===== src/rtl/apb_timer_pkg.sv =====
// rtl/apb_timer_pkg.sv - shared types and constants for the APB machine timer
package apb_timer_pkg;

  typedef enum logic {
    S_IDLE   = 1'b0,
    S_ACCESS = 1'b1
  } state_t;

  localparam logic [4:0] OFF_MTIME_LO    = 5'h00;
  localparam logic [4:0] OFF_MTIME_HI    = 5'h04;
  localparam logic [4:0] OFF_MTIMECMP_LO = 5'h08;
  localparam logic [4:0] OFF_MTIMECMP_HI = 5'h0C;
  localparam logic [4:0] OFF_CTRL        = 5'h10;
  localparam logic [4:0] OFF_STATUS      = 5'h14;

  localparam int CTRL_ENABLE = 0;
  localparam int CTRL_IRQ_EN = 1;

  localparam logic [63:0] MTIMECMP_RESET = 64'hFFFF_FFFF_FFFF_FFFF;

  // Merge write data into an existing word, one byte lane per strobe bit.
  function automatic logic [31:0] apply_strb(input logic [31:0] old_val,
                                             input logic [31:0] new_val,
                                             input logic [3:0]  strb);
    logic [31:0] res;
    res = old_val;
    for (int i = 0; i < 4; i++) begin
      if (strb[i]) res[8*i +: 8] = new_val[8*i +: 8];
    end
    return res;
  endfunction

endpackage


===== src/rtl/apb_timer_core.sv =====
// rtl/apb_timer_core.sv - prescaler, 64-bit mtime counter, compare and registered irq
module apb_timer_core #(
  parameter int unsigned DIV = 1
) (
  input  logic        clock,
  input  logic        reset,
  input  logic        enable,
  input  logic        irq_en,
  input  logic        mtime_we_lo,
  input  logic        mtime_we_hi,
  input  logic [31:0] mtime_wdata,
  input  logic [63:0] mtimecmp,
  output logic [63:0] mtime,
  output logic        cmp_hit,
  output logic        irq
);

  localparam int PW = (DIV > 1) ? $clog2(DIV) : 1;
  localparam logic [PW-1:0] PRESC_LAST = PW'(DIV - 1);

  logic [PW-1:0] presc;
  logic          tick;

  assign tick    = enable && (presc == PRESC_LAST);
  assign cmp_hit = (mtime >= mtimecmp);

  always_ff @(posedge clock or negedge reset) begin
    if (!reset) begin
      presc <= '0;
    end else if (enable) begin
      presc <= tick ? '0 : presc + PW'(1);
    end
  end

  // A software write to either half takes priority; the coincident tick is lost.
  always_ff @(posedge clock or negedge reset) begin
    if (!reset) begin
      mtime <= '0;
    end else if (mtime_we_lo) begin
      mtime[31:0] <= mtime_wdata;
    end else if (mtime_we_hi) begin
      mtime[63:32] <= mtime_wdata;
    end else if (tick) begin
      mtime <= mtime + 64'd1;
    end
  end

  always_ff @(posedge clock or negedge reset) begin
    if (!reset) begin
      irq <= 1'b0;
    end else begin
      irq <= irq_en && cmp_hit;
    end
  end

endmodule


===== src/rtl/apb_timer.sv =====
// rtl/apb_timer.sv - APB completer with wait states around a 64-bit machine timer
// Optional APB_TIMER_SNAPSHOT_EN: reading MTIME_LO latches mtime[63:32] for the next MTIME_HI read.
module apb_timer
  import apb_timer_pkg::*;
#(
  parameter int unsigned WAIT_CYCLES = 1,
  parameter int unsigned DIV         = 1,
  parameter logic [31:0] BASE_MASK   = 32'h0000_001F
) (
  input  logic        clock,
  input  logic        reset,
  input  logic [31:0] paddr,
  input  logic        psel,
  input  logic        penable,
  input  logic [2:0]  pprot,
  input  logic        pwrite,
  input  logic [31:0] pwdata,
  input  logic [3:0]  pstrb,
  output logic        pready,
  output logic [31:0] prdata,
  output logic        pslverr,
  output logic        irq
);

  localparam logic [3:0] WAIT_INIT = 4'(WAIT_CYCLES);

  state_t      state, state_n;
  logic [3:0]  count, count_n;
  logic        capture, commit;
  logic [31:0] rdata_q;
  logic        err_q;
  logic [4:0]  sel_q;
  logic        write_q;

  logic [63:0] mtime;
  logic [63:0] mtimecmp;
  logic [1:0]  ctrl;
  logic        cmp_hit;
  logic [31:0] mtime_hi_view;
  logic [31:0] rd_mux;
  logic [31:0] offset;
  logic [4:0]  reg_sel;
  logic        addr_err;
  logic        unused_pprot;

  assign unused_pprot = ^pprot;

  assign offset   = paddr & BASE_MASK;
  assign reg_sel  = offset[4:0];
  assign addr_err = (paddr[1:0] != 2'b00) || (offset > 32'h14) ||
                    (pwrite && (reg_sel == OFF_STATUS));

  always_comb begin
    rd_mux = '0;
    case (reg_sel)
      OFF_MTIME_LO:    rd_mux = mtime[31:0];
      OFF_MTIME_HI:    rd_mux = mtime_hi_view;
      OFF_MTIMECMP_LO: rd_mux = mtimecmp[31:0];
      OFF_MTIMECMP_HI: rd_mux = mtimecmp[63:32];
      OFF_CTRL:        rd_mux = {30'b0, ctrl};
      OFF_STATUS:      rd_mux = {31'b0, cmp_hit};
      default:         rd_mux = '0;
    endcase
  end

`ifdef APB_TIMER_SNAPSHOT_EN
  logic [31:0] mtime_shadow;

  always_ff @(posedge clock or negedge reset) begin
    if (!reset) begin
      mtime_shadow <= '0;
    end else if (capture && !pwrite && !addr_err && (reg_sel == OFF_MTIME_LO)) begin
      mtime_shadow <= mtime[63:32];
    end
  end

  assign mtime_hi_view = mtime_shadow;
`else
  assign mtime_hi_view = mtime[63:32];
`endif

  always_comb begin
    state_n = state;
    count_n = count;
    capture = 1'b0;
    commit  = 1'b0;
    pready  = 1'b0;
    case (state)
      S_IDLE: begin
        if (psel && !penable) begin
          capture = 1'b1;
          count_n = WAIT_INIT;
          state_n = S_ACCESS;
        end
      end
      S_ACCESS: begin
        pready = (count == 4'd0);
        if (!psel) begin
          state_n = S_IDLE;
        end else if (count != 4'd0) begin
          count_n = count - 4'd1;
        end else begin
          commit  = write_q && !err_q;
          state_n = S_IDLE;
        end
      end
      default: state_n = S_IDLE;
    endcase
  end

  always_ff @(posedge clock or negedge reset) begin
    if (!reset) begin
      state   <= S_IDLE;
      count   <= '0;
      rdata_q <= '0;
      err_q   <= 1'b0;
      sel_q   <= '0;
      write_q <= 1'b0;
    end else begin
      state <= state_n;
      count <= count_n;
      if (capture) begin
        rdata_q <= (addr_err || pwrite) ? '0 : rd_mux;
        err_q   <= addr_err;
        sel_q   <= reg_sel;
        write_q <= pwrite;
      end
    end
  end

  assign prdata  = pready ? rdata_q : '0;
  assign pslverr = pready && err_q;

  always_ff @(posedge clock or negedge reset) begin
    if (!reset) begin
      mtimecmp <= MTIMECMP_RESET;
      ctrl     <= '0;
    end else if (commit) begin
      case (sel_q)
        OFF_MTIMECMP_LO: mtimecmp[31:0]  <= apply_strb(mtimecmp[31:0], pwdata, pstrb);
        OFF_MTIMECMP_HI: mtimecmp[63:32] <= apply_strb(mtimecmp[63:32], pwdata, pstrb);
        OFF_CTRL:        if (pstrb[0]) ctrl <= pwdata[1:0];
        default:         ;
      endcase
    end
  end

  logic        mtime_we_lo, mtime_we_hi;
  logic [31:0] mtime_wdata;

  assign mtime_we_lo = commit && (sel_q == OFF_MTIME_LO);
  assign mtime_we_hi = commit && (sel_q == OFF_MTIME_HI);
  assign mtime_wdata = apply_strb((sel_q == OFF_MTIME_HI) ? mtime[63:32] : mtime[31:0],
                                  pwdata, pstrb);

  apb_timer_core #(
    .DIV(DIV)
  ) u_core (
    .clock       (clock),
    .reset       (reset),
    .enable      (ctrl[CTRL_ENABLE]),
    .irq_en      (ctrl[CTRL_IRQ_EN]),
    .mtime_we_lo (mtime_we_lo),
    .mtime_we_hi (mtime_we_hi),
    .mtime_wdata (mtime_wdata),
    .mtimecmp    (mtimecmp),
    .mtime       (mtime),
    .cmp_hit     (cmp_hit),
    .irq         (irq)
  );

endmodule


===== config.mk =====
export PLATFORM = sky130hd
export DESIGN_NAME = apb_timer
export DESIGN_NICKNAME = d
export VERILOG_FILES = /design/src/rtl/apb_timer_pkg.sv /design/src/rtl/apb_timer_core.sv /design/src/rtl/apb_timer.sv
export SDC_FILE = /design/constraint.sdc
export NUM_CORES = 1
export LEC_CHECK = 0
export BUFFER_PORTS_ARGS = -buffer_cell sky130_fd_sc_hd__buf_2
export CAP_MARGIN = 20
export CORE_ASPECT_RATIO = 0.9
export CORE_MARGIN = 10
export CORE_UTILIZATION = 61
export DETAILED_ROUTE_END_ITERATION = 7
export PLACE_DENSITY = 0.78
export SLEW_MARGIN = 20
export SYNTH_ARGS = -nofsm -noshare
export SYNTH_HDL_FRONTEND = slang
export SYNTH_SLANG_ARGS = --single-unit

===== constraint.sdc =====
create_clock -name clock -period 4.7 [get_ports clock]
set_input_delay 0.235 -clock clock [delete_from_list [all_inputs] [get_ports clock]]
set_output_delay 0.235 -clock clock [all_outputs]
set_load 0.005 [all_outputs]

==> insert_results.sql <==
INSERT INTO impl_metrics (metric_group, metric, value, unit) VALUES
('run_status', 'status', 'finished clean', ''),
('timing', 'worst_setup_slack_after_layout', '1.32', 'ns'),
('cts', 'post_cts_gate_resize_count', '0', ''),
('synthesis', 'synth_area_leader_cell', 'dfrtp_1', ''),
('cts', 'cts.reportedPaths.clkPinSlew', '0.06', 'ns'),
('setup_path', 'critical_path_depth', '8', ''),
('place', 'pre_cts_slack', '1.43', 'ns'),
('synthesis', 'synth_flop_cell', 'dfrtp_1', ''),
('finish', 'post_route_cells_drive_above_1_share', '0.200', ''),
('synthesis', 'mappedNetlistArea', '0.0118', 'mm^2'),
('route', 'drt-vias-per-instance', '6.55', ''),
('synthesis', 'post_synth_num_cell_types', '72', ''),
('floorplanning', 'fp.dieW', '166', 'um'),
('pwr', 'power.share.clock', '0.383', ''),
('timing', 'f_max', '296', 'MHz'),
('place', 'port_buffer_cells', '80', ''),
('floorplanning', 'number_of_top_level_pins', '111', ''),
('pwr', 'irDropWorstVdd', '0.199', 'mV'),
('setup_path', 'critPathLaunchType', 'register', ''),
('grt', 'global_route.overflow_total', '0', ''),
('setup_path', 'crit_path_end_kind', 'register', ''),
('setup_path', 'slowest_stage', 'or4_1', ''),
('finish', 'final_cell_mix', 'nand2_1 (157), o21ai_0 (118), dfrtp_1 (112)', ''),
('grt', 'total_global_route_track_usage', '0.268', ''),
('cts', 'cts.path.max_buffers', '2', ''),
('grt', 'grt_pass1_vias', '10241', ''),
('timing', 'final_min_period_over_clock_period', '0.719', ''),
('synthesis', 'yosys_warnings', '0', ''),
('route', 'routed_wl', '34.0', 'mm'),
('setup_path', 'path_delay_family', 'simple AND/OR/NAND/NOR gates', ''),
('timing', 'max_slew.worst_pin.slew', '0.920', 'ns'),
('route', 'drtIter0Drc', '1323', ''),
('finish', 'mostFrequentLayoutCell', 'nand2_1', ''),
('cts', 'number_of_setup_buffers_added_after_cts', '0', ''),
('finish', 'fin_nets', '1492', ''),
('timing', 'maxSlewViolCount', '0', ''),
('setup_path', 'worst-path-max-fanout', '38', ''),
('floorplanning', 'die_h', '152', 'um'),
('floorplanning', 'initial_utilization', '0.617', ''),
('place', 'place_hpwl', '23.7', 'mm'),
('cts', 'ctsRootBufferMaster', 'clkbuf_16', ''),
('pwr', 'share_comb_of_total_power', '0.150', ''),
('synthesis', 'cells_after_synth', '1306', ''),
('timing', 'slew_headroom', '0.387', ''),
('timing', 'setup_skew_after_layout', '0.0117', 'ns'),
('pwr', 'sw_frac_of_total', '0.292', ''),
('setup_path', 'timing.critical_path.buf_inv', '2', ''),
('setup_path', 'crit_path_max_incr_delay', '0.86', 'ns'),
('job', 'drv_cap', '0', ''),
('timing', 'post-route-min-period', '3.38', 'ns'),
('pwr', 'power_report.internal_total', '2.56', 'mW'),
('timing', 'final-setup-viol-count', '0', ''),
('cts', 'tritoncts', 'yes', ''),
('grt', 'antenna_violations_before_repair', '1', ''),
('place', 'globalplace.congestion', '0.930', ''),
('finish', 'syn_to_final_growth', '9.68', '%'),
('pwr', 'p_per_area', '281', 'mW/mm^2'),
('synthesis', 'synthArstFlopShare', '1.00', ''),
('synthesis', 'seq_area_frac_synth', '0.381', ''),
('synthesis', 'number_of_enable_flip_flop_cells_after_synthesis', '0', ''),
('setup_path', 'path_cells', 'or4_1 > nor4_4 > buf_4 > o21ai_2 > buf_4 > or3_1 > o22ai_1 > a211oi_1', ''),
('floorplanning', 'core.rowCount', '48', ''),
('hold_path', 'worstHoldPathCells', '3', ''),
('timing', 'report.final.hold_viol_count', '0', ''),
('route', 'drt-pass1-iter-count', '6', ''),
('route', 'number_of_design_rule_violations_left_after_detail_routing', '0', ''),
('setup_path', 'timing_worst_setup_path_type', 'register to register', ''),
('cts', 'cts.hold.buffers_added', '1', ''),
('setup_path', 'cp_data_arrival_time', '3.69', 'ns'),
('cts', 'cts_buffers', '17', ''),
('synthesis', 'synth_area_per_cell', '9.00', 'um^2');
[power groups by stage]
| stage | clock network (mW) | logic (mW) | registers, mW |
|---|---|---|---|
| after detailed placement | 0 | 0.530 | 1.71 |
| after global placement | 0 | 0.515 | 1.71 |
| final | 1.39 | 0.543 | 1.69 |
| after CTS | 1.40 | 0.537 | 1.69 |
| after global routing | 1.47 | 0.599 | 1.70 |
| after floorplan | 0 | 0.349 | 1.67 |
[cell families after synthesis]
logic type	Yosys count	synth area share
AOI/OAI and AO/OA	299	0.161
and+or+nand+nor	453	0.201
muxes	118	0.107
DFF	176	0.381
adders and majority gates	66	0.0702
buffers and inverters	161	0.0543
xor gates and xnor gates	33	0.0246
[registers in the layout, indices dropped and copies added, names as in the netlist]
register,flops
ctrl,2
mtimecmp,64
rdata_q,32
err_q,1
sel_q,5
count,4
u_core.irq,1
u_core.mtime,64
u_core.presc,1
write_q,1
state,1
[worst min-delay path, cell delays in order]
cell and delay, ns:
buf_2 0.10, nand2_1 0.05, nand2_1 0.05
[cells in the mapped netlist (4+ instances only)]
library cell  count
nand3_1          49
nand4_1          40
a2bb2oi_1        11
mux2_2           64
ha_1             66
nand2b_1         12
and3_1           15
nor4_1           10
a221oi_1         36
clkbuf_1         49
inv_1            86
o22ai_1          13
and2_1           35
a21oi_1          57
a22oi_1           5
o31a_1            4
a21o_1           11
buf_1             5
dfstp_2          64
buf_2            17
o311ai_0          6
xor2_1           15
or4_1             7
nor2_1           58
nand2_1         157
o2bb2ai_1         4
or3_1             8
o211ai_1         10
and4_1           11
xnor2_1          18
a21boi_0          4
dfrtp_1         112
nor3_1           19
o21ai_0         118
mux2i_1          54
[stage by stage]
| step | instance area (um^2) | power [mW] | hold WS [ns] | std cells | util |
|---|---|---|---|---|---|
| floorplan | 11800 | 2.02 | -0.0606 | 1306 | - |
| global placement | 12300 | 2.22 | 0.291 | 1579 | 0.646 |
| finish | 12900 | 3.62 | 0.0294 | 1614 | 0.677 |
| CTS | 12900 | 3.63 | 0.0219 | 1612 | 0.676 |
| detailed placement | 12300 | 2.24 | 0.303 | 1579 | 0.646 |
| global route | 12900 | 3.77 | 0.0303 | 1613 | 0.677 |
[metal layers]
layer,vias up,GRT usage,share of wire
met2,551,0.419,0.45
met4,0,0.0842,0.023
met3,81,0.0593,0.091
li1,4841,-,-
met1,5104,0.367,0.43
met5,-,0,0
[cell type report]
type                            count  area (um^2)
Antenna cell                        1         2.50
Clock buffer                       21          440
Clock inverter                     11          116
Fill cell                        1536         6150
Inverter                           87          327
Multi-Input combinational cell    969         6650
Sequential cell                   176         4480
Tap cell                          250          313
Timing Repair Buffer               99          556
[final timing paths]
path | startpoint | to
worst max-delay path | sel_q[4]$_DFFE_PN0P_ | u_core.mtime[59]$_DFFE_PN0P_
worst min-delay path | pwrite | write_q$_DFFE_PN0P_
worst max register to register | sel_q[4]$_DFFE_PN0P_ | u_core.mtime[59]$_DFFE_PN0P_
worst min register to register | rdata_q[24]$_DFFE_PN0P_ | rdata_q[24]$_DFFE_PN0P_
max in group asynchronous | reset | u_core.mtime[14]$_DFFE_PN0P_
min in group asynchronous | reset | count[0]$_DFFE_PN0P_
(Power assumes the default switching activity.)
